==> src/rtl/lsu_trigger_ctl.sv <==
// LSU trigger control: owns tdata1/tdata2 for four triggers, drives match config to the
// datapath, and carries dc3 match results through dc4/dc5 to produce hit/halt pulses.
module lsu_trigger_ctl #(
    parameter int unsigned NTRIG = 4,
    parameter int unsigned TD2_W = 32
) (
    input  logic                   clk,
    input  logic                   rst,
    input  logic                   csr_wr_valid,
    output logic                   csr_wr_ready,
    input  logic [1:0]             csr_wr_sel,
    input  logic                   csr_wr_field,
    input  logic [31:0]            csr_wr_data,
    input  logic [1:0]             csr_rd_sel,
    input  logic                   csr_rd_field,
    output logic [31:0]            csr_rd_data,
    output logic [NTRIG-1:0]       trig_load,
    output logic [NTRIG-1:0]       trig_store,
    output logic [NTRIG-1:0]       trig_select,
    output logic [NTRIG-1:0]       trig_match,
    output logic [NTRIG*TD2_W-1:0] trig_tdata2,
    input  logic [NTRIG-1:0]       lsu_trigger_match_dc3,
    input  logic                   flush_dc4,
    output logic [NTRIG-1:0]       trigger_hit_dc5,
    output logic                   trigger_halt_dc5
);

    logic [31:0]      tdata1_q [NTRIG];
    logic [31:0]      tdata1_d [NTRIG];
    logic [TD2_W-1:0] tdata2_q [NTRIG];
    logic [TD2_W-1:0] tdata2_d [NTRIG];

    logic [NTRIG-1:0] dc4_m_q, dc4_m_d, dc5_m_q, dc5_m_d;
    logic             dc4_v_q, dc4_v_d, dc5_v_q, dc5_v_d;

    logic [NTRIG-1:0] en, chain, action, h;
    logic             wr_fire, both;

    always_comb begin
        en     = '0;
        chain  = '0;
        action = '0;
        for (int unsigned i = 0; i < NTRIG; i++) begin
            en[i]     = tdata1_q[i][7];
            chain[i]  = tdata1_q[i][4];
            action[i] = tdata1_q[i][5];
        end

        // Chained pair fires only when both halves matched; otherwise neither reports.
        h    = dc5_v_q ? dc5_m_q : '0;
        both = 1'b0;
        for (int unsigned e = 0; e < NTRIG; e += 2) begin
            if (chain[e]) begin
                both     = h[e] & h[e+1];
                h[e]     = both;
                h[e+1]   = both;
            end
        end

        csr_wr_ready = ~rst & ~(dc4_v_q & |dc4_m_q) & ~(dc5_v_q & |dc5_m_q);
        wr_fire      = csr_wr_valid & csr_wr_ready;

        for (int unsigned i = 0; i < NTRIG; i++) begin
            tdata1_d[i] = tdata1_q[i];
            tdata2_d[i] = tdata2_q[i];
            if (h[i]) begin
                tdata1_d[i][6] = 1'b1;
            end
            if (wr_fire && csr_wr_sel == 2'(i)) begin
                if (csr_wr_field) begin
                    tdata2_d[i] = csr_wr_data[TD2_W-1:0];
                end else begin
                    // Chain is RAZ/WI on odd triggers; upper bits are never stored.
                    tdata1_d[i] = csr_wr_data & ((i % 2 == 1) ? 32'h0000_00EF : 32'h0000_00FF);
                end
            end
        end

        dc4_m_d = lsu_trigger_match_dc3 & en;
        dc4_v_d = 1'b1;
        dc5_m_d = flush_dc4 ? '0 : dc4_m_q;
        dc5_v_d = dc4_v_q & ~flush_dc4;

        trig_load   = '0;
        trig_store  = '0;
        trig_select = '0;
        trig_match  = '0;
        trig_tdata2 = '0;
        for (int unsigned i = 0; i < NTRIG; i++) begin
            trig_load[i]   = ~rst & en[i] & tdata1_q[i][0];
            trig_store[i]  = ~rst & en[i] & tdata1_q[i][1];
            trig_select[i] = ~rst & tdata1_q[i][2];
            trig_match[i]  = ~rst & tdata1_q[i][3];
            trig_tdata2[i*TD2_W +: TD2_W] = rst ? '0 : tdata2_q[i];
        end

        trigger_hit_dc5  = rst ? '0 : h;
        trigger_halt_dc5 = ~rst & |(h & action);

        if (rst) begin
            csr_rd_data = '0;
        end else if (csr_rd_field) begin
            csr_rd_data = tdata2_q[csr_rd_sel];
        end else begin
            csr_rd_data = tdata1_q[csr_rd_sel];
        end
    end

    always_ff @(posedge clk) begin
        if (rst) begin
            for (int unsigned i = 0; i < NTRIG; i++) begin
                tdata1_q[i] <= '0;
                tdata2_q[i] <= '0;
            end
            dc4_m_q <= '0;
            dc4_v_q <= 1'b0;
            dc5_m_q <= '0;
            dc5_v_q <= 1'b0;
        end else begin
            for (int unsigned i = 0; i < NTRIG; i++) begin
                tdata1_q[i] <= tdata1_d[i];
                tdata2_q[i] <= tdata2_d[i];
            end
            dc4_m_q <= dc4_m_d;
            dc4_v_q <= dc4_v_d;
            dc5_m_q <= dc5_m_d;
            dc5_v_q <= dc5_v_d;
        end
    end

endmodule

==> config.mk <==
export PLATFORM = sky130hd
export DESIGN_NAME = lsu_trigger_ctl
export DESIGN_NICKNAME = d
export VERILOG_FILES = /design/src/rtl/lsu_trigger_ctl.sv
export SDC_FILE = /design/constraint.sdc
export NUM_CORES = 1
export LEC_CHECK = 0
export ABC_AREA = 1
export CAP_MARGIN = 20
export CORE_ASPECT_RATIO = 1.25
export CORE_MARGIN = 3
export CORE_UTILIZATION = 25
export CTS_CLUSTER_DIAMETER = 40
export CTS_CLUSTER_SIZE = 24
export DETAILED_ROUTE_END_ITERATION = 7
export REMOVE_ABC_BUFFERS = 1
export SYNTH_ARGS = -nofsm -noshare
export SYNTH_HDL_FRONTEND = slang
export SYNTH_SLANG_ARGS = --single-unit
==> constraint.sdc <==
create_clock -name clk -period 2.72 [get_ports clk]
set_input_delay 0.408 -clock clk [delete_from_list [all_inputs] [get_ports clk]]
set_output_delay 0.408 -clock clk [all_outputs]
set_load 0.01 [all_outputs]
==> results of run 1 <==
## cell usage in the layout (no fill, tap or decap), drive strengths merged
cell           instances
nand3                  5
nor2                 322
or2                    1
o22ai                  2
o21a                   7
inv                  367
o2111ai                1
nand4                162
a21oi                121
bufinv                 3
clkinv                 1
dfxtp                168
clkbuf                19
o21ai                 82
buf                   43
nand2                351
clkdlybuf4s50        223
clkinvlp               6
## timing repair
action                     in CTS  in global routing
setup endpoints to repair       0                  1
hold endpoints to repair        0                  0
resized for setup               0                  1
## kinds of logic (layout without fill, tap and decap cells)
| logic type | after synthesis | in the layout | synth area share, % |
|---|---|---|---|
| simple gates | 841 | 841 | 36.5 |
| buf+inv | 492 | 662 | 19.2 |
| compound gates | 213 | 213 | 10.9 |
| flops | 168 | 168 | 33.5 |
## final cells by class
cell class | count | area (µm²)
clock buffer | 19 | 443
fill | 4227 | 26000
sequential | 168 | 3360
clock inverter | 13 | 170
tap | 498 | 623
timing repair buffer | 266 | 2690
multi-input combinational | 1054 | 4780
inverter | 364 | 1370
## layer usage
layer | vias to the layer above | part of all wire (%) | global-route usage, %
li1 | 5549 | - | -
met3 | 54 | 6.4 | 3.62
met4 | 4 | 2.1 | 4.86
met2 | 403 | 49 | 29.7
met5 | - | 0.071 | 0
met1 | 4977 | 43 | 22.1
## report_power, final
part | internal, mW | switching (mW)
combinational | 0.324 | 0.601
clock | 1.48 | 1.15
sequential | 2.51 | 0.0215
total | 4.32 | 1.77
## flip-flops by register name (all words and copies together) (netlist names)
signal / cells
dc4_m_q: 4
dc4_v_q: 1
dc5_m_q: 4
dc5_v_q: 1
tdata1_q: 30
tdata2_q: 128
## worst reg2reg max path, stage by stage, from the launching register on
cell and delay [ns]:
dfxtp_1 0.32, nor2_1 0.10, nand2_1 0.06, nand2_1 0.09
nand2_2 0.09, nor2_8 0.22, nand4_4 0.33, buf_12 0.29
nand2_1 0.10, inv_1 0.04, nor2_1 0.08
## how the worst max path moves through the flow
stage | depth (start not counted) | slack [ns] | endpoint | startpoint
finish | 6 | 0.16 | csr_rd_data[1] | csr_rd_field
global route | 6 | 0.06 | csr_rd_data[4] | csr_rd_field
CTS | 8 | 0.12 | trigger_halt_dc5 | dc5_v_q$_SDFF_PP0_
detailed placement | 6 | 0.17 | csr_rd_data[4] | csr_rd_field
global placement | 6 | 0.15 | csr_rd_data[4] | csr_rd_field
floorplan | 3 | -2.07 | csr_rd_data[10] | rst
==> impl_metrics.ini, run 1 <==
[status]
status = completed

[grt]
overflow = 0
grt_pass1_vias = 10500
grt_first_pass_wirelength_um = 58900
antenna_found_initial = 2
gr-usage-all-layers_pct = 17.4
grt_start_max_net_pins = 97

[timing]
tightest_slew_ns = 0.988
fin_hold_ws_ns = 0.267
hold_viol_final = 0
rsz0062_at_grt = false
finalSetupViolations = 0
setup_ws_ns = 0.164
setup_tns_ns = 0
finalClockSkew_ns = 0.0142
slew_headroom_pct = 34.1
period_minus_slack_ns = 2.56
fmax_mhz = 391
min_period_over_period_pct = 94.0
final_max_slew_viol_count = 0

[yosys]
synthFlopType = dfxtp_1
synth-edff-count = 0
synth_common_cells = inv_1, nand2_1, nor2_1, dfxtp_1, nand4_1
synth_top_area_cell = dfxtp_1
synth_area_um2 = 10000
yosys.area.top_type_share_pct = 33.5
yosysWarnings = 0
postSynthCellCount = 1714
async_flop_share_pct = 0
yosys-top-cells-area = dfxtp_1, inv_1, nand2_1, nor2_1, nand4_1
avgSynthCellArea_um2 = 5.86
yosysSeqAreaShare_pct = 33.5
synth-seq-cells = 168
yosysMostFrequentCell = inv_1
synth.distinct_cells = 23

[worst_setup_path]
critPathCaptureType = primary output
reg2reg_to = tdata2_q[1][5]$_SDFFE_PP0P_
r2r_slack_ns = 0.95
cp_data_arrival_time_ns = 2.15
rr_worst_depth = 10
worstSetupStartpointType = primary input
crit_chain = clkdlybuf4s50_1 > inv_1 > buf_4 > a21oi_1 > o21a_1 > clkdlybuf4s50_1
path_common_cell = clkdlybuf4s50_1
crit_path_max_incr_delay_ns = 0.61
crit_type = primary input to primary output
cp_top_family = buffers and inverters
crit_fanout = 8
r2r-start = dc4_m_q[1]$_SDFF_PP0_
slowest_stage = clkdlybuf4s50_1
crit_required_ns = 2.31
path_buf_inv = 4

[route]
post_drt_wl_per_cell_um = 15.9
antenna_left = 0
drt-total-wl_um = 37800
vias = 11000
drt-initial-drc-count = 820
drt_first_pass_iters = 5
drcViolationCount = 0
viasPerCell = 4.61

[worst_hold_path]
min_to = tdata1_q[2][6]$_SDFF_PP0_
worstHoldStart = rst
min-delay-path-class = primary input to register
hold_depth = 2

[placement]
dpl_worst_slack_ns = 0.167
dpl.hpwl_um = 26000
placement.io_buffers = 227
placedCellCount = 2350
dpl_cell_area_um2 = 12800
gp_congestion = 0.823

[job]
cap_violations = 0

[floorplanning]
die_x_um = 185
die_area_um2 = 42600
io_pins = 228
start_util_pct = 25.5
die_y_um = 230
rows = 81
core-area_um2 = 39400

[power_and_ir_drop]
power_density_nw_per_um2 = 453
p_leak_nw = 5.91
irDropWorstVdd_mv = 0.410
finalPower_mw = 6.09

[cells_and_area]
drive_above_1_share_pct = 4.94
fin_nets = 1917
area_growth_pct = 33.8
fin_area_um2 = 13400
antenna_cells = 0
final_util_pct = 34.1
stdcell_count = 2382

[clocking]
htreeDepth = 4
cts_hold_buf = 0
cts_made_buffers = 17
clock_sinks = 168
cts_setup_buffers = 0
cts_buffer_depth = 2
root_buffer = clkbuf_16
cts_tree = yes
clkTransAtPathRegs_ns = 0.07
worstSkewPairLatency_ns = 0.44
(Power assumes the default switching activity.)
==> inputs of run 2 (changes only) <==
Settings changed: ABC_AREA 1 to not set, CORE_MARGIN 3 to 10.
Clock period 2.72 ns to 3.1 ns, I/O delays scaled along.
==> run 2 against run 1 <==
  * Hold slack gained 0.22 ns
  * Critical path depth shrank 3
  * Cell count down 38%
  * Synthesized cell count is 50% lower
  * Non-clock buffer count is 16 lower
  * Area after synthesis down 22%
  * Clock power shrank 26%
  * Global-route usage decreased by 3.4 points
  * Critical path type is now register to primary output
  * Core utilization rose by 2.0 points
  * Sequential share of layout area increased by 5.2 points
  * Clock skew decreased by 0.0028 ns
  * Sequential cell count stayed put
==> impl_metrics.ini, run 2 <==
[yosys]
synth_area_um2 = 7820
synth_common_cells = nand2_1, dfxtp_1, o21ai_0, nor2b_1, mux2i_1
synth_top_area_cell = dfxtp_1
synth-edff-count = 0
async_flop_share_pct = 0
yosysWarnings = 0
yosysSeqAreaShare_pct = 43.0
postSynthCellCount = 859
synth-seq-cells = 168
synth.distinct_cells = 31
yosys.area.top_type_share_pct = 43.0
yosys-top-cells-area = dfxtp_1, mux4_2, mux2i_1, nand2_1, nor2b_1
synthFlopType = dfxtp_1
yosysMostFrequentCell = nand2_1
avgSynthCellArea_um2 = 9.10

[timing]
fmax_mhz = 362
finalClockSkew_ns = 0.0114
hold_viol_final = 0
setup_tns_ns = 0
slew_headroom_pct = 49.8
fin_hold_ws_ns = 0.488
final_max_slew_viol_count = 0
min_period_over_period_pct = 89.1
tightest_slew_ns = 0.752
rsz0062_at_grt = false
period_minus_slack_ns = 2.76
finalSetupViolations = 0
setup_ws_ns = 0.337

[placement]
placedCellCount = 1456
dpl_cell_area_um2 = 10600
gp_congestion = 0.782
dpl.hpwl_um = 20000
placement.io_buffers = 227
dpl_worst_slack_ns = 0.401

[cells_and_area]
reg_top3 = tdata2_q x128, tdata1_q x30
final_util_pct = 36.0
mostFrequentLayoutCell = clkdlybuf4s50_1
ff_latch_area_um2 = 3360
area_growth_pct = 42.4
fin_area_um2 = 11100
stdcell_count = 1488
largest_register_ffs = 128
nFillCells = 3174
multiInputGateArea_um2 = 3950
fin_nets = 1114
largest-register = tdata2_q
antenna_cells = 0
layout_common_cells = clkdlybuf4s50_1, nand2_1, dfxtp_1
drive_above_1_share_pct = 10.1

[clocking]
clock_sinks = 168
cts_hold_buf = 0
cts_made_buffers = 17
htreeDepth = 4
cts_tree = yes
cts_buffer_depth = 2
cts_setup_buffers = 0
root_buffer = clkbuf_16
clkTransAtPathRegs_ns = 0.07
ctsResizeCount = 0
worstSkewPairLatency_ns = 0.43

[floorplanning]
rows = 72
io_pins = 228
start_util_pct = 25.3
die_x_um = 178
die_area_um2 = 38800
core-area_um2 = 30900
die_y_um = 218

[worst_setup_path]
worstSetupStartpointType = register
critPathCaptureType = primary output
cp_data_arrival_time_ns = 2.30
crit_fanout = 8
crit_type = register to primary output
crit_required_ns = 2.63

[grt]
grt_first_pass_wirelength_um = 41700
overflow = 0
antenna_found_initial = 0
grt_start_max_net_pins = 65
grt_pass1_vias = 7111
gr-usage-all-layers_pct = 14.0

[route]
antenna_left = 0
viasPerCell = 4.55
drt-initial-drc-count = 289
drcViolationCount = 0
vias = 6766
post_drt_wl_per_cell_um = 18.4
drt-total-wl_um = 27400
drt_first_pass_iters = 4

[power_and_ir_drop]
irDropWorstVdd_mv = 0.267
finalPower_mw = 4.57
p_leak_nw = 4.90
power_density_nw_per_um2 = 411
power_switching_mw = 1.17
p_comb_share_pct = 8.9
swShare_pct = 25.5
clkPwrFrac_pct = 42.7
intPower_mw = 3.41
p_seq_share_pct = 48.4

[worst_hold_path]
min-delay-path-class = register to register

[job]
cap_violations = 0

[status]
status = completed
[run 2: cell count changes after synthesis, moves of 39 or more]
cell and change:
nand2_1 -180, a21oi_1 -116, nor2_1 -301, inv_1 -292, nand4_1 -155, mux4_2 +39, nor2b_1 +80, mux2i_1 +70
[run 2: final cells by class]
type	instances	area share (%)
clock buffers	19	3.89
clock inverters	13	0.899
inverters	69	2.35
multi-input cells	562	35.5
flip-flops and latches	168	30.2
well taps	407	4.57
repair buffers	250	22.6
[run 2: critical path, cell delays in order (launching register included)]
cell,delay (ns)
dfxtp_1,0.39
o41ai_4,0.69
and3_1,0.24
clkdlybuf4s50_1,0.54
[run 2: power groups by stage]
stage          Clock (mW)  Sequential [mW]  Combinational [mW]
2_1_floorplan           0             2.26               0.162
3_3_place_gp            0             2.26               0.407
3_5_place_dp            0             2.26               0.408
4_1_cts              2.01             2.21               0.410
5_1_grt              2.09             2.22               0.436
6_report             1.95             2.21               0.405
[run 2: path summary, 6_finish.rpt]
check                               start                      endpoint  slack (ns)  cells past startpoint
min reg2reg  tdata2_q[3][18]$_SDFFE_PP0P_  tdata2_q[3][18]$_SDFFE_PP0P_        0.49                      2
max                 dc5_m_q[1]$_SDFF_PP0_                  csr_wr_ready        0.34                      3
max reg2reg         dc5_m_q[1]$_SDFF_PP0_  tdata2_q[3][12]$_SDFFE_PP0P_        0.75                      6
min          tdata2_q[3][18]$_SDFFE_PP0P_  tdata2_q[3][18]$_SDFFE_PP0P_        0.49                      2
[run 2: cell families (layout without fill, tap and decap cells)]
group | count (synthesis) | after routing | synth area share (%)
AOI/OAI and AO/OA | 110 | 110 | 8.08
and+or+nand+nor | 337 | 337 | 21.2
DFF | 168 | 168 | 43.0
buffers and inverters | 129 | 351 | 6.69
muxes | 115 | 115 | 21.1
[run 2: layer usage]
layer  share of wire (%)  global-route usage, %  wire length, µm  vias up
li1                    -                      -                -     3288
met1                  40                   15.5            11000     3277
met2                  51                   24.7            14100      166
met3                 5.9                   4.11             1620       35
met4                 2.4                   5.05              650        0
met5                   0                      0                0        -
